===== src/rtl/biquad_coef_loader_pkg.sv =====
// Shared constants for the biquad coefficient loader: per-section layout,
// FSM state encodings and the Q2.14 unity value.
package biquad_coef_loader_pkg;

    localparam int unsigned COEF_PER_SECT = 5;

    localparam int unsigned IDX_B0 = 0;
    localparam int unsigned IDX_B1 = 1;
    localparam int unsigned IDX_B2 = 2;
    localparam int unsigned IDX_A1 = 3;
    localparam int unsigned IDX_A2 = 4;

    localparam logic [1:0] S_IDLE    = 2'd0;
    localparam logic [1:0] S_LOAD    = 2'd1;
    localparam logic [1:0] S_DRAIN   = 2'd2;
    localparam logic [1:0] S_PENDING = 2'd3;

    localparam logic signed [15:0] COEF_ONE = 16'sh4000;

endpackage


===== src/rtl/biquad_coef_loader_if.sv =====
// Coefficient word stream: valid/ready handshake carrying one signed word
// plus an end-of-frame marker.
interface biquad_coef_loader_if #(
    parameter int unsigned COEF_W = 16
);
    logic              wr_valid;
    logic              wr_ready;
    logic [COEF_W-1:0] wr_data;
    logic              wr_last;

    modport master (output wr_valid, output wr_data, output wr_last, input  wr_ready);
    modport slave  (input  wr_valid, input  wr_data, input  wr_last, output wr_ready);
endinterface


===== src/rtl/biquad_coef_loader_coef_bank.sv =====
// Shadow/active coefficient register pairs. Shadow is written word by word;
// commit copies the whole shadow into active on one edge, revert throws the
// shadow away by reloading it from active. Both banks reset to passthrough.
module coef_bank
    import biquad_coef_loader_pkg::*;
#(
    parameter int unsigned              NUM_WORDS = 10,
    parameter int unsigned              COEF_W    = 16,
    parameter int unsigned              ADDR_W    = 4,
    parameter logic signed [COEF_W-1:0] COEF_ONE  = 16'sh4000
) (
    input  logic                                  clk_i,
    input  logic                                  rst_ni,
    input  logic                                  wr_en_i,
    input  logic [ADDR_W-1:0]                     wr_addr_i,
    input  logic [COEF_W-1:0]                     wr_data_i,
    input  logic                                  commit_i,
    input  logic                                  revert_i,
    output logic [NUM_WORDS-1:0][COEF_W-1:0]      active_o
);

    function automatic logic [NUM_WORDS-1:0][COEF_W-1:0] unity_bank();
        logic [NUM_WORDS-1:0][COEF_W-1:0] v;
        for (int unsigned i = 0; i < NUM_WORDS; i++) begin
            v[i] = ((i % COEF_PER_SECT) == IDX_B0) ? COEF_ONE : '0;
        end
        return v;
    endfunction

    localparam logic [NUM_WORDS-1:0][COEF_W-1:0] UNITY = unity_bank();

    logic [NUM_WORDS-1:0][COEF_W-1:0] shadow_q, shadow_d;
    logic [NUM_WORDS-1:0][COEF_W-1:0] active_q, active_d;

    // Next-state for both banks: revert beats a same-cycle word write.
    always_comb begin
        shadow_d = shadow_q;
        active_d = active_q;
        if (commit_i) begin
            active_d = shadow_q;
        end
        if (revert_i) begin
            shadow_d = active_q;
        end else if (wr_en_i) begin
            for (int unsigned i = 0; i < NUM_WORDS; i++) begin
                if (wr_addr_i == ADDR_W'(i)) begin
                    shadow_d[i] = wr_data_i;
                end
            end
        end
    end

    // Bank registers with asynchronous reset to unity passthrough.
    always_ff @(posedge clk_i or negedge rst_ni) begin
        if (!rst_ni) begin
            shadow_q <= UNITY;
            active_q <= UNITY;
        end else begin
            shadow_q <= shadow_d;
            active_q <= active_d;
        end
    end

    assign active_o = active_q;

endmodule


===== src/rtl/biquad_coef_loader.sv =====
// Coefficient loader for the cascaded biquad: collects a frame of words into
// a shadow bank and commits it atomically on the next sample strobe.
module biquad_coef_loader #(
    parameter int unsigned              NUM_SECT = 2,
    parameter int unsigned              COEF_W   = 16,
    parameter logic signed [COEF_W-1:0] COEF_ONE = biquad_coef_loader_pkg::COEF_ONE
) (
    input  logic                        CLK,
    input  logic                        RST,
    biquad_coef_loader_if.slave         wr,
    input  logic                        abort,
    input  logic                        smp_stb,
    input  logic                        err_clr,
    output logic [NUM_SECT*biquad_coef_loader_pkg::COEF_PER_SECT*COEF_W-1:0] coef,
    output logic                        coef_upd,
    output logic                        busy,
    output logic                        err,
    output logic signed [COEF_W-1:0]    b_0 [NUM_SECT],
    output logic signed [COEF_W-1:0]    b_1 [NUM_SECT],
    output logic signed [COEF_W-1:0]    b_2 [NUM_SECT],
    output logic signed [COEF_W-1:0]    a_1 [NUM_SECT],
    output logic signed [COEF_W-1:0]    a_2 [NUM_SECT]
);
    import biquad_coef_loader_pkg::*;

    localparam int unsigned      FRAME_LEN = COEF_PER_SECT * NUM_SECT;
    localparam int unsigned      IDX_W     = $clog2(FRAME_LEN + 1);
    localparam logic [IDX_W-1:0] IDX_LAST  = IDX_W'(FRAME_LEN - 1);

    logic [1:0]       state_q, state_d;
    logic [IDX_W-1:0] idx_q, idx_d;
    logic             err_q, err_d;
    logic             upd_q, upd_d;
    logic             xfer, wr_en, commit, revert, err_set;

    assign wr.wr_ready = (state_q != S_PENDING);
    assign xfer        = wr.wr_valid & wr.wr_ready;

    // Frame FSM: abort outranks any transfer or strobe outside IDLE.
    always_comb begin
        state_d = state_q;
        idx_d   = idx_q;
        wr_en   = 1'b0;
        commit  = 1'b0;
        revert  = 1'b0;
        err_set = 1'b0;
        if (abort && state_q != S_IDLE) begin
            state_d = S_IDLE;
            idx_d   = '0;
            revert  = 1'b1;
        end else begin
            case (state_q)
                S_IDLE: begin
                    if (xfer) begin
                        wr_en = 1'b1;
                        idx_d = IDX_W'(1);
                        if (FRAME_LEN == 1) begin
                            // A one-word frame is judged on its first word.
                            if (wr.wr_last) begin
                                state_d = S_PENDING;
                            end else begin
                                err_set = 1'b1;
                                revert  = 1'b1;
                                state_d = S_DRAIN;
                            end
                        end else begin
                            state_d = S_LOAD;
                        end
                    end
                end
                S_LOAD: begin
                    if (xfer) begin
                        if (idx_q == IDX_LAST) begin
                            if (wr.wr_last) begin
                                wr_en   = 1'b1;
                                state_d = S_PENDING;
                            end else begin
                                err_set = 1'b1;
                                revert  = 1'b1;
                                state_d = S_DRAIN;
                            end
                        end else if (wr.wr_last) begin
                            err_set = 1'b1;
                            revert  = 1'b1;
                            idx_d   = '0;
                            state_d = S_IDLE;
                        end else begin
                            wr_en = 1'b1;
                            idx_d = idx_q + IDX_W'(1);
                        end
                    end
                end
                S_DRAIN: begin
                    if (xfer && wr.wr_last) begin
                        idx_d   = '0;
                        state_d = S_IDLE;
                    end
                end
                default: begin
                    if (smp_stb) begin
                        commit  = 1'b1;
                        idx_d   = '0;
                        state_d = S_IDLE;
                    end
                end
            endcase
        end
        err_d = err_set ? 1'b1 : (err_clr ? 1'b0 : err_q);
        upd_d = commit;
    end

    // Control registers.
    always_ff @(posedge CLK or negedge RST) begin
        if (!RST) begin
            state_q <= S_IDLE;
            idx_q   <= '0;
            err_q   <= 1'b0;
            upd_q   <= 1'b0;
        end else begin
            state_q <= state_d;
            idx_q   <= idx_d;
            err_q   <= err_d;
            upd_q   <= upd_d;
        end
    end

    coef_bank #(
        .NUM_WORDS (FRAME_LEN),
        .COEF_W    (COEF_W),
        .ADDR_W    (IDX_W),
        .COEF_ONE  (COEF_ONE)
    ) u_bank (
        .clk_i     (CLK),
        .rst_ni    (RST),
        .wr_en_i   (wr_en),
        .wr_addr_i (idx_q),
        .wr_data_i (wr.wr_data),
        .commit_i  (commit),
        .revert_i  (revert),
        .active_o  (coef)
    );

    assign coef_upd = upd_q;
    assign busy     = (state_q != S_IDLE);
    assign err      = err_q;

    for (genvar s = 0; s < NUM_SECT; s++) begin : g_sect
        assign b_0[s] = coef[(COEF_PER_SECT*s + IDX_B0)*COEF_W +: COEF_W];
        assign b_1[s] = coef[(COEF_PER_SECT*s + IDX_B1)*COEF_W +: COEF_W];
        assign b_2[s] = coef[(COEF_PER_SECT*s + IDX_B2)*COEF_W +: COEF_W];
        assign a_1[s] = coef[(COEF_PER_SECT*s + IDX_A1)*COEF_W +: COEF_W];
        assign a_2[s] = coef[(COEF_PER_SECT*s + IDX_A2)*COEF_W +: COEF_W];
    end

endmodule


===== src/flat_wrapper.sv =====
// flat-port wrapper written by rule: the top's interface ports become plain ports
module biquad_coef_loader_flat import biquad_coef_loader_pkg::*;
#(
    parameter int unsigned              NUM_SECT = 2,
    parameter int unsigned              COEF_W   = 16,
    parameter logic signed [COEF_W-1:0] COEF_ONE = biquad_coef_loader_pkg::COEF_ONE
)
  (CLK, RST, abort, smp_stb, err_clr, coef, coef_upd, busy, err, b_0, b_1, b_2, a_1, a_2, wr_wr_valid, wr_wr_data, wr_wr_last, wr_wr_ready);
  biquad_coef_loader_if #(.COEF_W(COEF_W)) wr_i ();
  input  logic CLK;
  input  logic RST;
  input  logic abort;
  input  logic smp_stb;
  input  logic err_clr;
  output logic [NUM_SECT*biquad_coef_loader_pkg::COEF_PER_SECT*COEF_W-1:0] coef;
  output logic coef_upd;
  output logic busy;
  output logic err;
  output logic signed [COEF_W-1:0] b_0[NUM_SECT];
  output logic signed [COEF_W-1:0] b_1[NUM_SECT];
  output logic signed [COEF_W-1:0] b_2[NUM_SECT];
  output logic signed [COEF_W-1:0] a_1[NUM_SECT];
  output logic signed [COEF_W-1:0] a_2[NUM_SECT];
  input wire logic [$bits(wr_i.wr_valid)-1:0] wr_wr_valid;
  input wire logic [$bits(wr_i.wr_data)-1:0] wr_wr_data;
  input wire logic [$bits(wr_i.wr_last)-1:0] wr_wr_last;
  output wire logic [$bits(wr_i.wr_ready)-1:0] wr_wr_ready;
  assign wr_i.wr_valid = wr_wr_valid;
  assign wr_i.wr_data = wr_wr_data;
  assign wr_i.wr_last = wr_wr_last;
  assign wr_wr_ready = wr_i.wr_ready;
  biquad_coef_loader #(.NUM_SECT(NUM_SECT), .COEF_W(COEF_W), .COEF_ONE(COEF_ONE)) u_core (.CLK(CLK), .RST(RST), .wr(wr_i), .abort(abort), .smp_stb(smp_stb), .err_clr(err_clr), .coef(coef), .coef_upd(coef_upd), .busy(busy), .err(err), .b_0(b_0), .b_1(b_1), .b_2(b_2), .a_1(a_1), .a_2(a_2));
endmodule

===== config.mk =====
export PLATFORM = sky130hd
export DESIGN_NAME = biquad_coef_loader_flat
export DESIGN_NICKNAME = d
export VERILOG_FILES = /design/src/rtl/biquad_coef_loader_pkg.sv /design/src/rtl/biquad_coef_loader_if.sv /design/src/rtl/biquad_coef_loader_coef_bank.sv /design/src/rtl/biquad_coef_loader.sv /design/src/flat_wrapper.sv
export SDC_FILE = /design/constraint.sdc
export NUM_CORES = 1
export LEC_CHECK = 0
export ABC_AREA = 1
export CORE_MARGIN = 3
export CORE_UTILIZATION = 50
export DETAILED_ROUTE_END_ITERATION = 7
export GPL_ROUTABILITY_DRIVEN = 0
export PLACE_DENSITY = 0.89
export SETUP_SLACK_MARGIN = 0.5
export SYNTH_ARGS = -nofsm -noshare
export SYNTH_HDL_FRONTEND = slang
export SYNTH_SLANG_ARGS = --single-unit

===== constraint.sdc =====
create_clock -name CLK -period 3.7 [get_ports CLK]
set_input_delay 0.74 -clock CLK [delete_from_list [all_inputs] [get_ports CLK]]
set_output_delay 0.74 -clock CLK [all_outputs]
set_load 0.02 [all_outputs]

==> results by group <==
Final layout
  • Area delta synth->final: 25.5%
  • Final #Nets: 2196
  • Layout cells sized above 1: 6.26%
  • Fillers: 2389

Logic synthesis
  • Top-count cell post-synth: nand2_1
  • Prevailing post-synth register cell: dfrtp_1
  • Top post-synthesis cells by area: dfrtp_1 52%, nand2_1 28%, buf_4 8.7%
  • Cell taking the most area after synthesis: dfrtp_1
  • Post-synthesis adder-cell area fraction: 0.878%
  • Ys Warns: 0
  • Sequential fraction of the synthesis area: 52.4%
  • Post-synthesis xor/xnor area fraction: 0.0558%
  • Syn Inst Count: 1990
  • Unique cell type count in the Yosys netlist: 23
  • Complex-gate fraction of the synthesized area: 0.176%
  • Post-Synthesis Cell Area: 15700 sq um
  • Mux cell area share after synthesis: 0%
  • Simple-gate portion of the synthesized area: 35.1%
  • Ys async rst share: 100%
  • Post-synth EDFFs: 0
  • Syn avg cell area: 7.88 sq um
  • Number of synthesized register bits: 328
  • Main combinational cell family by area after synthesis: simple AND/OR/NAND/NOR gates
  • Top post-synthesis cells by count: 1163 x nand2_1, 324 x dfrtp_1, 181 x buf_4, 176 x nand3_1, 37 x buf_2
  • Synth Net Count: 2024
  • Top-area cell type share of the netlist area: 51.7%

Detailed routing
  • DR WL/cell: 18.5 um
  • Detailed Route Iter0 Violations: 1382
  • Post-DRT Antenna Nets: 0
  • Vias post-DR: 14100
  • Drt pass-1 iters: 5
  • Via/cell ratio: 5.46
  • DRC: 0
  • WL final: 47.9 mm

Worst setup path
  • Family with the most delay on the worst path: simple AND/OR/NAND/NOR gates
  • Critical Path AT: 3.61 ns
  • Worst path max stage delay: 0.51 ns
  • Crit-path slowest cell: nand3_1
  • Critical path fanouts, max: 17
  • WP buf/inv: 4
  • Crit-path cells: inv_1 -> ha_1 -> nand3_1 -> inv_1 -> ha_1 -> nand3_1 -> buf_4 -> nand3_1 -> buf_4 -> nand2_1 -> nand2_1 -> nand2_1
  • R2R cell count: 12
  • Flop-to-flop setup slack: 0.54 ns
  • CP Launch Type: flop
  • Critical Path End Type: flop
  • Crit. Startpoint: u_core.idx_q[1]
  • Crit path required time: 4.16 ns
  • Kind of critical path: reg -> reg
  • FF-to-FF End: u_core.u_bank.shadow_q[91]
  • RR Startpoint: u_core.idx_q[1]

Global routing
  • GR Overflow Total: 0
  • Tot GR Track Use: 27.8%
  • Initial antenna violation count: 2
  • Most used routing layer in global routing: met2
  • Largest net degree at the start of global routing: 161
  • GR Util met3: 4.50%
  • Number of global-route vias before repair: 13800
  • Met2 Usage GRT: 46.6%
  • Met1 Track Usage GR: 35.8%
  • First-pass GRT wire length: 74.3 mm

STA
  • Setup Viol. Count Final: 0
  • Max Freq: 0.317 GHz
  • Slew HR: 30.0%
  • Setup Total Neg Slack: 0 ns
  • Final-report max-slew violation count: 0
  • Hold WS: 0.270 ns
  • Fin Clk Skew: 0.0211 ns
  • Min Tclk post-route: 3.16 ns
  • RSZ-0062 raised after global routing: yes
  • Final period util: 85.4%
  • Worst slew pin tran: 1.05 ns
  • Fin. Hold Viols: 0

Clocking
  • CTS tree: done
  • Clock tree buffer depth: 3
  • Clock Sinks: 328
  • Root Buffer: clkbuf_16
  • Clk pin slew, worst setup/hold paths: 0.06 ns
  • Hold-fix buffers at CTS: 0
  • Clk_lat worst skew: 0.52 ns
  • CTS H-tree lvls: 2
  • Total CTS buffers: 35

Placement
  • Port bufs: 346
  • HPWL after DPL: 31.0 mm

Power and ir drop
  • Lkg Pwr: 10.4 nW
  • Power density cells: 603 nW/um^2
  • VDD IR-drop max: 0.304 mV

Floorplan
  • Rows: 64
  • Ports: 347
  • Core ar.: 30700 sq um
  • Die area: 33500 sq um
  • Die extent in y: 183 um
  • Die width: 183 um
  • Initial Util: 51.0%

Job
  • Max capacitance violation total: 0

Min path
  • Min-Delay Path Class: in -> async

Outcome
  • Run status: finished clean
[worst register-to-register path: stages, from the launching register on]
cell     delay (ns)
dfrtp_1        0.44
inv_1          0.11
ha_1           0.31
nand3_1        0.23
inv_1          0.16
ha_1           0.24
nand3_1        0.21
buf_4          0.27
nand3_1        0.52
buf_4          0.40
nand2_1        0.09
nand2_1        0.06
nand2_1        0.07
[cell usage in the layout (no fill, tap or decap), types with 6 or more instances in the layout]
master              n
clkdlybuf4s50_1   345
nand2_1          1162
nor2_1             10
nand2_2             9
clkbuf_8           10
nand4_4             6
buf_4              34
clkbuf_16          36
inv_1              16
nand3_1           174
buf_12              8
clkinv_2            6
dfrtp_1           324
ha_1               11
[worst max path at each step]
| stage | to | slack [ns] | cells past startpoint |
|---|---|---|---|
| detailed placement | u_core.u_bank.shadow_q[90] | 0.25 | 7 |
| floorplan | u_core.u_bank.shadow_q[133] | 1.50 | 14 |
| global route | u_core.u_bank.shadow_q[146] | 0.42 | 11 |
| finish | u_core.u_bank.shadow_q[91] | 0.54 | 12 |
| CTS | u_core.u_bank.shadow_q[84] | 0.39 | 10 |
| global placement | u_core.u_bank.shadow_q[137] | 0.34 | 7 |
[report_power, final]
group | switching, W | total (W) | internal [W]
registers | 0.000521 | 0.00492 | 0.00440
logic | 0.00219 | 0.00322 | 0.00103
clock network | 0.00146 | 0.00373 | 0.00227
[repair_timing]
item | 4_1_cts | 5_1_grt
buffers inserted | 0 | 1
pin swaps | 0 | 1
resized for setup | 0 | 10
hold endpoints to repair | 0 | 0
endpoints found under the setup margin | 48 | 130
[state kept, by name, indices dropped and copies added, names as in the netlist]
signal and cells:
u_core.err 1, u_core.u_bank.shadow_q 160, u_core.coef_upd 1, u_core.idx_q 4
u_core.state_q 2, u_core.u_bank.active_o 160
[layer usage]
metal	vias up	routed length, um
li1	6308	-
met1	6795	18300
met2	839	23100
met3	154	4220
met4	2	2220
met5	-	9
[final cells by class]
class                   instances  area (sq um)  area share [%]
inverters                      20          85.1           0.432
flip-flops and latches        328          8210            41.7
diodes                          1          2.50          0.0127
repair buffers                388          3880            19.7
clock buffers                  49          1050            5.33
multi-input cells            1389          5770            29.3
clock inverters                13           183           0.928
well taps                     396           495            2.52
[stage by stage]
step | utilization, % | total power (W) | std cells | area (sq um) | setup slack [ns]
2_1_floorplan | - | 0.00704 | 1990 | 15700 | 1.50
3_3_place_gp | 59.7 | 0.00786 | 2520 | 18400 | 0.339
3_5_place_dp | 59.7 | 0.00803 | 2520 | 18400 | 0.254
4_1_cts | 63.7 | 0.0118 | 2582 | 19600 | 0.395
5_1_grt | 64.0 | 0.0124 | 2584 | 19700 | 0.420
6_report | 64.0 | 0.0119 | 2584 | 19700 | 0.542
[cell families (layout without fill, tap and decap cells)]
logic type | Yosys count | in the layout
XOR/XNOR | 1 | 1
AO/OA/AOI/OAI | 4 | 4
adder cells (fa/ha/maj) | 11 | 11
other | 0 | 1
buffers and inverters | 273 | 470
AND/OR/NAND/NOR | 1373 | 1373
flip-flops | 328 | 328
Note: power is estimated with default switching activity, not from simulation.
